File: src/rtl/cook_sequencer.sv
// Microwave cook controller: IDLE/COOK/PAUSE/DONE sequencing and LED controls.
// Optional COOK_ADD30_EN: start_btn while cooking adds 30 s (saturating).
module cook_sequencer #(
  parameter int TIME_W     = 8,
  parameter int BEEP_TICKS = 3
) (
  input  logic              Clk,
  input  logic              reset,
  input  logic              tick,
  input  logic              start_btn,
  input  logic              stop_btn,
  input  logic              door_open,
  input  logic [1:0]        mode_sel,
  input  logic [TIME_W-1:0] time_load,
  output logic              led_en,
  output logic              led_start,
  output logic              led_idle,
  output logic [1:0]        led_mode,
  output logic [TIME_W-1:0] time_left,
  output logic              done_beep,
  output logic [1:0]        state
);

  localparam logic [1:0] IDLE  = 2'b00;
  localparam logic [1:0] COOK  = 2'b01;
  localparam logic [1:0] PAUSE = 2'b10;
  localparam logic [1:0] DONE  = 2'b11;

  localparam int BW = (BEEP_TICKS < 1) ? 1 : $clog2(BEEP_TICKS + 1);
  localparam logic [BW-1:0] BEEP_LD = BW'(BEEP_TICKS);

  logic [BW-1:0]     beep_cnt;
  logic [BW-1:0]     nxt_beep;
  logic [1:0]        nxt_state;
  logic [1:0]        nxt_mode;
  logic [TIME_W-1:0] nxt_time;
  logic [TIME_W-1:0] base;

`ifdef COOK_ADD30_EN
  logic [TIME_W:0] sum;
  assign sum = {1'b0, time_left} + (TIME_W+1)'(30);
`endif

  always_comb begin
    nxt_state = state;
    nxt_time  = time_left;
    nxt_mode  = led_mode;
    nxt_beep  = beep_cnt;
    base      = time_left;
    case (state)
      IDLE: begin
        if (!door_open && !stop_btn && start_btn &&
            time_load != '0 && mode_sel != 2'b00) begin
          nxt_state = COOK;
          nxt_time  = time_load;
          nxt_mode  = mode_sel;
        end
      end
      COOK: begin
        if (door_open || stop_btn) begin
          nxt_state = PAUSE;
        end else begin
`ifdef COOK_ADD30_EN
          if (start_btn)
            base = sum[TIME_W] ? '1 : sum[TIME_W-1:0];
`endif
          nxt_time = base;
          // add lands first, then the tick decrement
          if (tick) begin
            if (base > TIME_W'(1)) begin
              nxt_time = base - TIME_W'(1);
            end else begin
              nxt_time  = '0;
              nxt_state = DONE;
              nxt_beep  = BEEP_LD;
            end
          end
        end
      end
      PAUSE: begin
        if (stop_btn) begin
          nxt_state = IDLE;
          nxt_time  = '0;
          nxt_mode  = 2'b00;
        end else if (start_btn && !door_open) begin
          nxt_state = COOK;
        end
      end
      default: begin
        if (door_open || stop_btn ||
            (tick && beep_cnt <= BW'(1))) begin
          nxt_state = IDLE;
          nxt_time  = '0;
          nxt_mode  = 2'b00;
        end else if (tick) begin
          nxt_beep = beep_cnt - BW'(1);
        end
      end
    endcase
  end

  always_ff @(posedge Clk) begin
    if (reset) begin
      state     <= IDLE;
      time_left <= '0;
      led_mode  <= 2'b00;
      beep_cnt  <= '0;
      led_en    <= 1'b0;
      led_start <= 1'b0;
      led_idle  <= 1'b1;
      done_beep <= 1'b0;
    end else begin
      state     <= nxt_state;
      time_left <= nxt_time;
      led_mode  <= nxt_mode;
      beep_cnt  <= nxt_beep;
      led_en    <= (nxt_state == COOK);
      led_start <= (nxt_state == COOK);
      led_idle  <= (nxt_state == IDLE);
      done_beep <= (nxt_state == DONE);
    end
  end

endmodule

File: config.mk
export PLATFORM = sky130hd
export DESIGN_NAME = cook_sequencer
export DESIGN_NICKNAME = d
export VERILOG_FILES = /design/src/rtl/cook_sequencer.sv
export SDC_FILE = /design/constraint.sdc
export NUM_CORES = 1
export LEC_CHECK = 0
export ABC_AREA = 1
export BUFFER_PORTS_ARGS = -buffer_cell sky130_fd_sc_hd__buf_2
export CORE_MARGIN = 2
export CORE_UTILIZATION = 45
export DETAILED_ROUTE_END_ITERATION = 8
export PLACE_DENSITY = 0.71
export REMOVE_ABC_BUFFERS = 1
export SYNTH_ARGS = -nofsm -noshare
export SYNTH_HDL_FRONTEND = slang
export SYNTH_SLANG_ARGS = --single-unit
export TNS_END_PERCENT = 5
File: constraint.sdc
create_clock -name Clk -period 1.75 [get_ports Clk]
set_input_delay 0.4375 -clock Clk [delete_from_list [all_inputs] [get_ports Clk]]
set_output_delay 0.4375 -clock Clk [all_outputs]
set_load 0.05 [all_outputs]
Yosys cells after proc, flatten, opt, wreduce, memory -nomap -nowiden. Cells that the tools add are included.

Register bits after elaboration: 17. Input bits: 16. Output and inout bits: 16. Word-level logic and storage cells: 68.

Add/sub/neg operators: 2. Magnitude comparators: 2. Equality and inequality tests: 10. Multiplexer cells: 25. Bitwise gates (word level): 2. Reduce and logical (&&, ||, !) cells: 20.

Operators with widths (number): 8-bit 2-to-1 mux (6); 2-bit 2-to-1 mux (15); 8-bit one-hot mux with 3 select lines (1); 2-bit one-hot mux with 3 select lines (2); 2-bit inequality test (second input constant) (5); 5-bit AND reduction (2); 8-bit by 1-bit > comparator with 1-bit output (second input constant) (1); 8-bit nonzero test (1); 8-bit by 1-bit subtractor with 8-bit output (second input constant) (1); 1-bit logical AND (6); 2-bit by 1-bit equality test with 1-bit output (second input constant) (2); 2-bit equality test (second input constant) (2); 2-bit zero test (2); 2-bit one-hot mux with 2 select lines (1); 4-bit AND reduction (1); 4-bit nonzero test (1); 3-bit nonzero test (1); 2-bit by 1-bit less-or-equal comparator with 1-bit output (second input constant) (1); 1-bit zero test (2); 1-bit logical OR (2); 2-bit by 1-bit inequality test with 1-bit output (second input constant) (1); 1-bit inverter (2); 2-bit nonzero test (1); 2-bit OR reduction (1); 2-bit by 1-bit subtractor with 2-bit output (second input constant) (1).

Logic depth before layout (Yosys ltp). Gate-level depths: netlist (run 1).

Word-level depth: 8. Mapped depth: 10. Gate-level depth less buffers: 10.

Least setup slack after synthesis (run 1). No wires, ideal clock.

Path type: flip-flop to flip-flop. Start point: reg time_left[0]. End point: reg time_left[7]. Library setup time: 70 ps. Arrival time: 1809 ps. Data required time: 1680 ps. Setup slack: -129 ps. Stages on the path, launching flop included: 10. Path buffers: 0. Period minus slack after synthesis: 1879 ps. Cells stage by stage: dfxtp_1 inv_1 ha_1 o21ai_0 nor2_2 nor2_4 nand3_1 nand2_1 nand2_1 a21oi_1.

Word-level cells in the longest chain between the ends: 5. Elaborated cells on any way between the ends: 6. Classes of those cells: add/sub: 1; order compare: 1; mux: 4.

RTL lines: start: declaration (line 19) `output logic [TIME_W-1:0] time_left,`; start signal: assignment (line 114) `time_left <= nxt_time;`; 8-bit by 1-bit subtractor with 8-bit output or 8-bit by 1-bit > comparator with 1-bit output (tied branches) (line 71, 70); 8-bit 2-to-1 mux * (line 70) `if (base > TIME_W'(1)) begin`; 8-bit 2-to-1 mux * (line 69) `if (tick) begin`; 8-bit 2-to-1 mux * (line 60) `if (door_open || stop_btn) begin`; 8-bit one-hot mux with 3 select lines * (line 50) `case (state)`.

Mark *: on every way between the ends. The rest lies on a longest branch, timed or not. The select of a mux whose other input is x is not followed. A chain may end at the register's enable or synchronous reset.

Worst setup path after layout (run 1).
Start point: reg state[0]. End point: out state[0].

RTL lines: start: declaration (line 21) `output logic [1:0] state`; start signal: assignment (line 113) `state <= nxt_state;`.

No word-level cell between the ends.

==> run summary, run 1 <==
vertical extent of the die - 54.11 microns
area of the placeable core - 2432 sq um
net count reported at finish - 223
post-synth design cell area - 1130 sq um
minimum setup slack after placement - 0.09290 ns
Logic pwr share - 32.2%
HP Start - mode_sel[1]
clock tree sinks - 17
number of design-rule violations left by the first detailed-router iteration - 16
setup slack on the worst flop-to-flop path - 0.16 ns
Post-DP HPWL - 2067 microns
slowest cell delay on critical path - 0.47 ns
count of unresolved DRC violations after routing - 0
IR drop worst, VDD - 459.9 uV
1st-pass router iterations - 4
minimum period implied by the final worst setup slack - 1.657 ns
insertion delay to the later sink of the worst-skew pair - 0.29 ns
worst hold path class - in2reg
Cell variety after synth - 27
P_int - 0.0005963 W
H-tree levels - 1
worst slew margin relative to its limit - 75.58%
number of max-cap violations - 0
ant diodes - 0
Worst-path clk slew - 0.09 ns
Area growth, synth to finish - 18.49%
required time reported for the critical path endpoint - 1.31 ns
number of antenna-violating nets in the routed design - 0
Power Dens Cells - 709.3 nW/um^2
number of enable flip-flop cells after synthesis - 0
input/output buffers - 31
area of the die - 2927 sq um
via count of the first global-routing pass - 975
total gr overflow - 0
leakage component of the power - 0.6615 nW
Worst Hold Margin - 0.4362 ns
CTS root buffer - sky130_fd_sc_hd__clkbuf_4
Period Utilization, post-route - 94.71%
capture instance of the worst register-to-register path - time_left[7]
most frequent cell after synthesis - sky130_fd_sc_hd__nand2_1
share of Yosys cell area claimed by the top area cell type - 30.12%
Worst Clk Skew - 0.007808 ns
class of the most critical setup path - reg2out
proportion of synthesized chip area in sequential cells - 30.12%
setup repair after global routing missed its margin - no
Reg2Reg Depth - 9
final hold vios - 0
synth cell count leaders - sky130_fd_sc_hd__nand2_1 (53), sky130_fd_sc_hd__inv_1 (20), sky130_fd_sc_hd__dfxtp_1 (17)
register share of total power - 45.2%
cell family with most CP delay - flip-flops
switching share of total power - 37.21%
Avg WL per Cell - 11.35 microns
portion of total power attributed to the clock network - 22.6%
slew at the pin closest to its max-slew limit - 0.3659 ns
share of synthesized registers carrying an async set or reset - 0%
Worst Setup Slack, final - 0.09261 ns
number of ports placed on the die boundary - 32
Syn. warnings - 0
Die Span X - 54.11 microns
wire length of the first global-routing pass - 4077 microns
drt total wl - 2656 microns
buffers plus inverters on the worst setup path - 2
last weighted congestion value of the routability-driven placer - 0.8911
largest fanout on the critical path - 5
GR Util All Layers - 19.53%
cells taking the most area after synthesis - sky130_fd_sc_hd__dfxtp_1 (30%), sky130_fd_sc_hd__nand2_1 (18%), sky130_fd_sc_hd__inv_1 (6.6%)
pins over their slew limit - 0
final core utilization - 55.04%
total power - 0.0009497 W
Syn Area/Cell - 6.607 sq um
Worst EP arrival - 1.22 ns
layout cell share with drive strength beyond 1 - 27.45%
list of cells traversed by the critical path - buf_4, buf_2
vias per cell - 4.868
TritonCTS buffer count - 3
aggregate negative setup slack - 0 ns
maximum root-to-sink buffer count - 2
hold-critical path endpoint - led_mode[1]
depth of the worst hold-timing path - 3
Worst Setup End Kind - output pin
switching power - 0.0003534 W
TritonCTS clock tree - done
number of instances in the synthesized netlist - 171
floorplan row count - 18
flop and latch count out of synthesis - 17
initial antenna violation count - 0
number of setup violations in the final report - 0
status - completed
element type at the critical path start - flip-flop
routed vias - 1139
initial core utilization - 46.45%
f_max - 603.4 MHz
top flip-flop cell by instance count after synthesis - sky130_fd_sc_hd__dfxtp_1
cell at the slowest stage of the critical path - sky130_fd_sc_hd__dfxtp_1
top cell type by total area after synthesis - sky130_fd_sc_hd__dfxtp_1
largest net degree at the start of global routing - 13
launch instance of the worst register-to-register path - time_left[1]
## layout make-up
class	instances	area, sq um
multi-input cells	126	671.9
well taps	30	37.54
fillers	243	1094
repair buffers	32	162.7
inverters	25	98.84
clock buffers	4	26.28
flip-flops and latches	17	341.6
## cell families after synthesis
family	share of synthesized area, %
compound gates	11.30
xor+xnor	3.877
fa+ha+maj	2.214
buf+inv	10.41
flops	30.12
simple gates	42.08
## tightest hold or removal path, cell delays in order
cell                       delay [ns]
sky130_fd_sc_hd__buf_2           0.11
sky130_fd_sc_hd__nand3b_1        0.08
sky130_fd_sc_hd__a21oi_1         0.06
## power by group through the flow
stage / Sequential [W] / Clock [W] / Combinational [W]
floorplan: 0.000499 / 0 / 0.000167
global placement: 0.000436 / 0 / 0.000301
detailed placement: 0.000437 / 0 / 0.000305
CTS: 0.000428 / 0.000220 / 0.000307
global route: 0.000432 / 0.000239 / 0.000335
finish: 0.000429 / 0.000215 / 0.000306
## cell usage in the layout, fill, tap and decap left out, types with 3 or more instances in the layout
master and n:
sky130_fd_sc_hd__nor2_2 4, sky130_fd_sc_hd__a21oi_1 13, sky130_fd_sc_hd__o21ai_0 4, sky130_fd_sc_hd__inv_1 20
sky130_fd_sc_hd__clkbuf_4 3, sky130_fd_sc_hd__buf_2 31, sky130_fd_sc_hd__inv_2 3, sky130_fd_sc_hd__nand2_1 53
sky130_fd_sc_hd__nand4_1 4, sky130_fd_sc_hd__nand3_1 11, sky130_fd_sc_hd__dfxtp_1 16, sky130_fd_sc_hd__nor2_4 3
sky130_fd_sc_hd__xnor2_1 3, sky130_fd_sc_hd__nor2_1 13
## metal layers
metal,up-vias,track usage (%),part of all wire (%)
li1,601,-,-
met1,502,22.34,45
met2,32,35.77,49
met3,4,2.500,4.7
met4,0,8.750,1.3
met5,-,0,0
## registers in the layout, summed over array words and instances, names as in the netlist
signal	flops
led_idle	1
state	2
done_beep	1
led_start	1
time_left	8
beep_cnt	2
led_mode	2
## timing repair
item | 4_1_cts | 5_1_grt
buffers inserted | 0 | 0
resized for setup | 0 | 2
setup endpoints to repair | 0 | 11
hold buffers | 0 | 0
## stage by stage
| step | cell area, sq um | instances |
|---|---|---|
| after floorplan | 1111 | 168 |
| after global placement | 1311 | 230 |
| after detailed placement | 1311 | 230 |
| after CTS | 1338 | 234 |
| after global routing | 1339 | 234 |
| final | 1339 | 234 |
## how the worst max path moves through the flow
stage | startpoint | to | cells past startpoint
after floorplan | time_left[0] | time_left[7] | 9
after global placement | time_left[0] | time_left[7] | 9
after detailed placement | time_left[0] | time_left[7] | 9
after CTS | time_left[0] | time_left[7] | 9
after global routing | time_left[1] | time_left[6] | 9
final | state[0] | state[0] | 2
Note: power is estimated with default switching activity, not from simulation.
==> run 2, diff against run 1 <==
- PLACE_DENSITY: 0.71 -> 0.82
==> run summary, run 2 (same netlist as run 1, synthesis figures left out) <==
count of unresolved DRC violations after routing - 0 (unchanged)
Post-CTS Repair Setup Buffers - 0 (unchanged)
GR Util All Layers - 17.90% (-1.6 points)
drt total wl - 2303 microns (-13%)
IR drop worst, VDD - 433.1 uV (-5.8%)
P_int - 0.0005955 W (-0.14%)
setup slack on the worst flop-to-flop path - 0.21 ns (+0.05 ns)
wire length of the first global-routing pass - 3877 microns (-4.9%)
Worst-path clk slew - 0.09 ns (about the same)
element type at the critical path start - flip-flop
Largest register FFs - 8 (unchanged)
CTS root buffer - sky130_fd_sc_hd__clkbuf_4
final hold vios - 0 (unchanged)
TritonCTS clock tree - done
insertion delay to the later sink of the worst-skew pair - 0.28 ns (about the same)
last weighted congestion value of the routability-driven placer - 0.9027 (+1.3%)
largest reg by FF count - time_left
Worst Clk Skew - 0.006375 ns (-0.001432 ns)
ant diodes - 0 (unchanged)
number of design-rule violations left by the first detailed-router iteration - 31 (+15)
Worst Hold Margin - 0.4295 ns (-0.006741 ns)
input/output buffers - 31 (unchanged)
pins over their slew limit - 0 (unchanged)
most common library cell in the layout ignoring fill and taps - sky130_fd_sc_hd__nand2_1
area of the die - 2927 sq um (unchanged)
clock tree sinks - 17 (unchanged)
maximum root-to-sink buffer count - 2 (unchanged)
hold-critical path endpoint - led_mode[1]
vias per cell - 4.811 (-1.2%)
Worst Setup End Kind - output pin
list of cells traversed by the critical path - buf_2
capture instance of the worst register-to-register path - time_left[4]
layout cell share with drive strength beyond 1 - 27.59% (+0.14 points)
total gr overflow - 0 (unchanged)
via count of the first global-routing pass - 947 (-2.9%)
class of the most critical setup path - reg2out
Post-DP HPWL - 1834 microns (-11%)
commonest cells after routing, fill and taps aside - sky130_fd_sc_hd__nand2_1 (53), sky130_fd_sc_hd__buf_2 (31), sky130_fd_sc_hd__inv_1 (20)
worst slew margin relative to its limit - 73.04% (-2.5 points)
f_max - 611.2 MHz (+1.3%)
Gates resized, CTS repair - 0 (unchanged)
register share of total power - 45.9% (+0.7 points)
final core utilization - 54.78% (-0.26 points)
HP Start - mode_sel[1]
Power Dens Cells - 702.7 nW/um^2 (-0.94%)
hold_buf cts - 0 (unchanged)
floorplan row count - 18 (unchanged)
status - completed
initial antenna violation count - 0 (unchanged)
depth of the worst hold-timing path - 3 (unchanged)
portion of total power attributed to the clock network - 22.0% (-0.6 points)
Avg WL per Cell - 9.884 microns (-13%)
vertical extent of the die - 54.11 microns (unchanged)
Period Utilization, post-route - 93.49% (-1.2 points)
number of antenna-violating nets in the routed design - 0 (unchanged)
Reg2Reg Depth - 9 (unchanged)
number of setup violations in the final report - 0 (unchanged)
switching power - 0.0003408 W (-3.5%)
number of instances in the placed design - 229 (-0.43%)
launch instance of the worst register-to-register path - time_left[0]
required time reported for the critical path endpoint - 1.31 ns (about the same)
cell family with most CP delay - flip-flops
TritonCTS buffer count - 3 (unchanged)
Worst EP arrival - 1.20 ns (-0.02 ns)
switching share of total power - 36.40% (-0.81 points)
slew at the pin closest to its max-slew limit - 0.4038 ns (+0.03795 ns)
1st-pass router iterations - 4 (unchanged)
cell at the slowest stage of the critical path - sky130_fd_sc_hd__dfxtp_1
number of max-cap violations - 0 (unchanged)
buffers plus inverters on the worst setup path - 1 (-1)
Die Span X - 54.11 microns (unchanged)
number of ports placed on the die boundary - 32 (unchanged)
net count reported at finish - 222 (-0.45%)
largest net degree at the start of global routing - 13 (unchanged)
Final Non-Filler Cells - 233 (-0.43%)
worst hold path class - in2reg
setup repair after global routing missed its margin - no
area of the placeable core - 2432 sq um (unchanged)
minimum period implied by the final worst setup slack - 1.636 ns (-0.02136 ns)
H-tree levels - 1 (unchanged)
initial core utilization - 46.45% (unchanged)
leakage component of the power - 0.6566 nW (-0.75%)
Area growth, synth to finish - 17.94%
Logic pwr share - 32.1% (about the same)
slowest cell delay on critical path - 0.58 ns (+0.11 ns)
largest fanout on the critical path - 9 (+4)
fillers - 250 (+2.9%)
routed vias - 1121 (-1.6%)
-- run 2: how the worst max path moves through the flow --
stage,from,slack [ns],cells past startpoint,to
after global placement,time_left[0],0.16,9,time_left[2]
after CTS,time_left[0],0.08,9,time_left[4]
final,state[0],0.11,1,state[0]
after floorplan,time_left[0],-0.13,9,time_left[7]
after global routing,time_left[0],0.01,9,time_left[4]
after detailed placement,time_left[0],0.11,9,time_left[4]
-- run 2: cell type report --
class / instances / area [sq um] / area share (%)
tap: 30 / 37.54 / 2.817
multi-input combinational: 126 / 671.9 / 50.42
inverter: 25 / 98.84 / 7.418
sequential: 17 / 342.8 / 25.73
timing repair buffer: 31 / 155.1 / 11.64
clock buffer: 4 / 26.28 / 1.972
-- run 2: through the flow --
stage                     instance area (sq um)  TNS [ns]  total power, W  setup slack [ns]
after floorplan                            1111   -0.9952       0.0006664           -0.1286
after global placement                     1304         0       0.0007350            0.1591
after detailed placement                   1304         0       0.0007381            0.1065
after CTS                                  1330         0       0.0009495           0.07802
after global routing                       1333         0        0.001006           0.01431
final                                      1333         0       0.0009363            0.1140
-- run 2: per-layer routing --
layer / global-route usage (%) / share of wire (%) / vias to the layer above
li1: - / - / 602
met1: 23.99 / 47 / 492
met2: 29.88 / 48 / 27
met3: 3.333 / 5.0 / 0
met4: 3.750 / 0 / 0
met5: 0 / 0 / -
-- run 2: power groups by stage --
stage	logic, W	clock network [W]	registers, W
after floorplan	0.000167	0	0.000499
after global placement	0.000297	0	0.000438
after detailed placement	0.000300	0	0.000438
after CTS	0.000301	0.000220	0.000429
after global routing	0.000336	0.000236	0.000434
final	0.000301	0.000206	0.000430
